### src/rtl/k054539_sdec.sv
// k054539_sdec: serial audio deserializer for the k054539 PCM output stream.
// Samples DTCK/WDCK/SDAT in the CLK domain, rebuilds signed left/right pairs,
// and reports stream lock and framing errors.
//
// Output handshake: SMP_VALID is a one-cycle strobe with no ready/backpressure;
// L_OUT/R_OUT change only in the cycle SMP_VALID is high and hold otherwise,
// so a consumer must capture the pair in that cycle. FRAME_ERR is an
// independent one-cycle strobe that may coincide with SMP_VALID.
module k054539_sdec #(
  parameter int WIDTH       = 16,
  parameter int SYNC_STAGES = 2,
  parameter int TIMEOUT     = 64
) (
  input  logic             CLK,
  input  logic             NRES,
  input  logic             DTCK,
  input  logic             WDCK,
  input  logic             SDAT,
  output logic [WIDTH-1:0] L_OUT,
  output logic [WIDTH-1:0] R_OUT,
  output logic             SMP_VALID,
  output logic             FRAME_ERR,
  output logic             LOCK
);

  localparam int CW = $clog2(WIDTH + 2);
  localparam int IW = $clog2(TIMEOUT + 1);
  localparam logic [CW-1:0] CNT_ONE  = CW'(1);
  localparam logic [CW-1:0] CNT_FULL = CW'(WIDTH);
  localparam logic [CW-1:0] CNT_SAT  = CW'(WIDTH + 1);
  localparam logic [IW-1:0] IDLE_ONE = IW'(1);
  localparam logic [IW-1:0] IDLE_MAX = IW'(TIMEOUT);

  typedef enum logic [1:0] {
    ST_HUNT   = 2'd0,
    ST_ACQ    = 2'd1,
    ST_LOCKED = 2'd2
  } state_t;

  state_t state, state_nxt;

  logic [SYNC_STAGES-1:0] dtck_sync, wdck_sync, sdat_sync;
  logic                   s_dtck, s_wdck, s_sdat, s_dtck_d;

  logic             wd_prev;
  logic [WIDTH-1:0] word, word_ins, l_hold;
  logic [CW-1:0]    count;
  logic             have_left, left_ok;
  logic [IW-1:0]    idle;

  logic rise, bnd, in_frame, close, close_right, cnt_ok, pair_out, err, timeout;

  assign s_dtck = dtck_sync[SYNC_STAGES-1];
  assign s_wdck = wdck_sync[SYNC_STAGES-1];
  assign s_sdat = sdat_sync[SYNC_STAGES-1];

  // Event decode: all per-bit work keys off one synchronized DTCK rise.
  assign rise        = s_dtck & ~s_dtck_d;
  assign bnd         = rise & (s_wdck != wd_prev);
  assign in_frame    = (state != ST_HUNT);
  assign close       = bnd & in_frame;
  assign close_right = close & ~wd_prev;
  assign cnt_ok      = (count == CNT_FULL);
  assign pair_out    = close_right & have_left;
  assign err         = close & ~cnt_ok;
  // A rise in the same cycle clears the idle counter, so it beats the timeout.
  assign timeout     = ~rise & (idle == IDLE_MAX);
  assign LOCK        = (state == ST_LOCKED);

  // Identical synchronizer chains keep DTCK, WDCK and SDAT aligned; plus the rise-detect delay flop.
  always_ff @(posedge CLK or negedge NRES) begin
    if (!NRES) begin
      dtck_sync <= '0;
      wdck_sync <= '0;
      sdat_sync <= '0;
      s_dtck_d  <= 1'b0;
    end else begin
      dtck_sync <= {dtck_sync[SYNC_STAGES-2:0], DTCK};
      wdck_sync <= {wdck_sync[SYNC_STAGES-2:0], WDCK};
      sdat_sync <= {sdat_sync[SYNC_STAGES-2:0], SDAT};
      s_dtck_d  <= s_dtck;
    end
  end

  // Idle counter: cleared by every rise, otherwise counts up and saturates.
  always_ff @(posedge CLK or negedge NRES) begin
    if (!NRES) begin
      idle <= '0;
    end else if (rise) begin
      idle <= '0;
    end else if (idle != IDLE_MAX) begin
      idle <= idle + IDLE_ONE;
    end
  end

  // Word register with the current bit written at index WIDTH-1-count; bits past WIDTH fall away.
  always_comb begin
    word_ins = word;
    for (int i = 0; i < WIDTH; i++) begin
      if (int'(count) == WIDTH - 1 - i) word_ins[i] = s_sdat;
    end
  end

  // FSM state register.
  always_ff @(posedge CLK or negedge NRES) begin
    if (!NRES) state <= ST_HUNT;
    else       state <= state_nxt;
  end

  // FSM next state: timeout overrides everything, otherwise lock is earned by a clean pair and lost on any framing error.
  always_comb begin
    state_nxt = state;
    if (timeout) begin
      state_nxt = ST_HUNT;
    end else begin
      case (state)
        ST_HUNT:   if (bnd) state_nxt = ST_ACQ;
        ST_ACQ:    if (pair_out && left_ok && cnt_ok) state_nxt = ST_LOCKED;
        ST_LOCKED: if (err) state_nxt = ST_ACQ;
        default:   state_nxt = ST_HUNT;
      endcase
    end
  end

  // Datapath: capture bits, close words at channel boundaries, pair left with right and drive the strobes.
  always_ff @(posedge CLK or negedge NRES) begin
    if (!NRES) begin
      wd_prev   <= 1'b0;
      word      <= '0;
      count     <= '0;
      l_hold    <= '0;
      have_left <= 1'b0;
      left_ok   <= 1'b0;
      L_OUT     <= '0;
      R_OUT     <= '0;
      SMP_VALID <= 1'b0;
      FRAME_ERR <= 1'b0;
    end else begin
      SMP_VALID <= pair_out;
      FRAME_ERR <= err;
      if (timeout) begin
        // Stream stalled: the partial word and any pending left are dropped.
        word      <= '0;
        count     <= '0;
        have_left <= 1'b0;
      end else if (bnd) begin
        wd_prev <= s_wdck;
        word    <= {s_sdat, {(WIDTH-1){1'b0}}};
        count   <= CNT_ONE;
        if (!in_frame) begin
          // First boundary after hunting only aligns us; nothing closes.
          have_left <= 1'b0;
          left_ok   <= 1'b0;
        end else if (wd_prev) begin
          l_hold    <= word;
          have_left <= 1'b1;
          left_ok   <= cnt_ok;
        end else if (have_left) begin
          L_OUT     <= l_hold;
          R_OUT     <= word;
          have_left <= 1'b0;
        end
      end else if (rise && in_frame) begin
        word <= word_ins;
        if (count != CNT_SAT) count <= count + CNT_ONE;
      end
    end
  end

endmodule
### config.mk
export PLATFORM = sky130hd
export DESIGN_NAME = k054539_sdec
export DESIGN_NICKNAME = d
export VERILOG_FILES = /design/src/rtl/k054539_sdec.sv
export SDC_FILE = /design/constraint.sdc
export NUM_CORES = 1
export LEC_CHECK = 0
export CAP_MARGIN = 20
export CORE_ASPECT_RATIO = 0.75
export CORE_MARGIN = 10
export CORE_UTILIZATION = 45
export CTS_CLUSTER_SIZE = 14
export DETAILED_ROUTE_END_ITERATION = 10
export GPL_ROUTABILITY_DRIVEN = 0
export GPL_TIMING_DRIVEN = 0
export HOLD_SLACK_MARGIN = 0.12
export PLACE_DENSITY_LB_ADDON = 0.1
export SETUP_SLACK_MARGIN = 0.3
export SLEW_MARGIN = 10
export SYNTH_ARGS = -nofsm -noshare
export SYNTH_HDL_FRONTEND = slang
export SYNTH_SLANG_ARGS = --single-unit
export TNS_END_PERCENT = 50
### constraint.sdc
create_clock -name CLK -period 4.3 [get_ports CLK]
set_clock_uncertainty 0.1 [all_clocks]
set_input_delay 0.43 -clock CLK [delete_from_list [all_inputs] [get_ports CLK]]
set_output_delay 0.43 -clock CLK [all_outputs]
set_load 0.05 [all_outputs]
==> run summary <==
Outcome = finished clean
Avg Inst Size Synth = 12.8 µm²
Number of global-route vias before repair = 2,455
Die area = 12,600 µm²
Gr usage total = 12.7%
Fillers = 680
IO Pins = 40
Largest net degree at the start of global routing = 48
Dpl hpwl = 5.36 mm
RSZ-0062 raised after global routing = false
Power, Total = 2.22 mW
Pwr/cell area = 479 nW/µm²
Fin. Hold Viols = 0
#FFs+latches synth = 90
Worst R2R Path Depth = 7
Post-synthesis mux area share = 17.7%
Initial Util = 47.1%
CP Capture Type = register
Clock transition at the registers of the reported paths = 0.06 ns
Hold bufs inserted after CTS = 1
Post-Synthesis Cells = 297
Post-route cell area = 4630 µm²
Hold Path Stages = 0
N_diodes = 0
Max cap viols = 0
Final Cycle Share = 56.3%
H-tree Lvls = 3
Multi-input logic area = 1440 µm²
Post-CTS Resized = 0
First-pass GRT wire length = 13.0 mm
CTS Sinks = 90
Die Span Y = 99.6 µm
Worst Hold Class = register to register
Proportion of layout cells with a drive suffix above 1 = 8.22%
Vias = 2,366
Worst rel slew slack = 52.3%
DR vias/cell = 5.17
Critical Path RT = 4.41 ns
# port buffers = 39
Worst VDD drop = 0.312 mV
CP max FO = 10
Post-synthesis simple-gate area fraction = 12.1%
Arrival time at the worst endpoint = 2.53 ns
Register area = 2250 µm²
Setup CP Type = register to register
First-pass DRT Iterations = 4
Post-synth top area share = 59.3%
Die W = 126 µm
Largest family of logic cells by synthesized area = multiplexers
DRT antenna net count = 0
Area Growth Syn to Fin = 21.8%
Seq/Total Area, Yosys = 59.3%
# rows = 28
Max Slew Vio Count = 0
Fin nets = 361
Unique masters post-synth = 42
FMAX = 413 MHz
Initial antenna violation count = 0
Yosys Warn Count = 0
DRC errors left = 0
Top cells by area, synth = dfrtp_1, mux2_1, mux2i_1
CTS max path bufs = 2
Core Footprint = 8060 µm²
Worst skew pair latency = 0.33 ns
Drt initial violations = 133
CTS Root Cell = clkbuf_16
Finish-stage setup viols = 0
Area leader, netlist = dfrtp_1
Routed wire length = 7.71 mm
Post-synth ARST share = 100%
Number of synthesized flops with an enable pin = 0
Critical path startpoint category = register
Post-CTS Setup Inserts = 0
Synth Cell Area = 3800 µm²
Total CTS buffers = 9
Post-synth top flop = dfrtp_1
Total grt overflow = 0
Wire length per cell = 16.8 µm
Compound-Gate Fraction of Synth Area = 4.35%
Synth Area in XOR/XNOR = 1.61%
Fin crit period = 2.42 ns
Placed cell areas = 4340 µm²
Synth Net Count = 309
LEAKAGE = 2.20 nW
Tightest Pin Transition = 0.713 ns
Adder-Cell Fraction of Synth Area = 2.31%
CTS tree = done
-- worst max-delay path: stages (launching register included) --
cell and delay, ns:
dfrtp_1 0.44, inv_1 0.08, ha_1 0.13, nor4bb_1 0.47, nand3_1 0.31, nand2_1 0.39
buf_2 0.30, nor2_1 0.08
-- registers in the layout, indices dropped and copies added (netlist names), 2 cells and up --
register and flops:
L_OUT 16, R_OUT 16, count 5, dtck_sync 2, idle 7, l_hold 16
sdat_sync 2, state 2, wdck_sync 2, word 16
-- Yosys cell counts (2+ instances only) --
library cell	number
clkbuf_1	6
mux2_2	3
mux2_1	45
xor2_1	3
xnor2_1	4
ha_1	7
nor2_1	23
nand3b_1	2
a21oi_1	10
and3_1	3
nand3_1	9
nand2b_1	8
inv_1	8
buf_4	4
nand2_1	10
o21ai_0	6
nand4_1	6
buf_2	4
nor4_1	8
nor3_1	3
o31ai_1	2
mux2i_1	13
nor2b_1	2
dfrtp_1	90
-- kinds of logic after synthesis --
group | Yosys count
mux | 61
compound gates | 26
fa+ha+maj | 7
simple gates | 84
buf+inv | 22
xor+xnor | 7
flops | 90
-- cell usage in the layout, fill, tap and decap left out, types with 5 or more instances in the layout --
master and instances:
buf_4 5, nor2_1 23, dfrtp_1 90, inv_1 8, nand2_1 10, nand2b_1 8, nor4_1 8, o21ai_0 6
a21oi_1 10, ha_1 7, clkbuf_1 7, nand4_1 6, clkdlybuf4s50_1 38, clkbuf_16 9, mux2i_1 13, mux2_1 45
nand3_1 9
-- final timing paths --
check                              from            to  slack, ns
setup / recovery                idle[0]       word[4]       1.88
hold / removal             dtck_sync[0]  dtck_sync[1]       0.25
setup reg to reg                idle[0]       word[4]       1.88
hold reg to reg            dtck_sync[0]  dtck_sync[1]       0.25
max in group asynchronous          NRES      R_OUT[4]       2.93
min in group asynchronous          NRES     R_OUT[12]       0.55
-- layout make-up --
class / instances / share of cell area, %
multi-input cells: 185 / 31.2
inverters: 8 / 0.649
plain buffers: 14 / 1.57
clock buffers: 12 / 5.55
well taps: 105 / 2.84
flip-flops and latches: 90 / 48.7
repair buffers: 41 / 9.20
clock inverters: 3 / 0.325
-- routing by layer --
metal	vias to the layer above	global-route usage, %	routed length (µm)	share of wire, %
met3	6	5.36	544	7.1
met5	-	0	0	0
met4	0	3.58	52	0.67
met2	58	17.8	3260	42
li1	1150	-	-	-
met1	1152	17.5	3850	50
-- where the power goes --
group	internal (mW)	leakage [nW]	switching [mW]
Combinational	0.171	0.851	0.300
Clock	0.417	0.138	0.297
Sequential	0.952	1.21	0.0805
-- metrics by stage --
step,utilization (%),instances,worst slack (ns),hold slack [ns],setup TNS [ns]
6_report,57.4,458,1.88,0.249,0
5_1_grt,57.4,458,1.63,0.254,0
4_1_cts,57.4,458,1.90,0.253,0
3_5_place_dp,53.9,442,1.91,0.239,0
3_3_place_gp,53.6,441,-0.634,0.232,-56.51
2_1_floorplan,-,297,2.27,0.0344,0
Note: power is estimated with default switching activity, not from simulation.
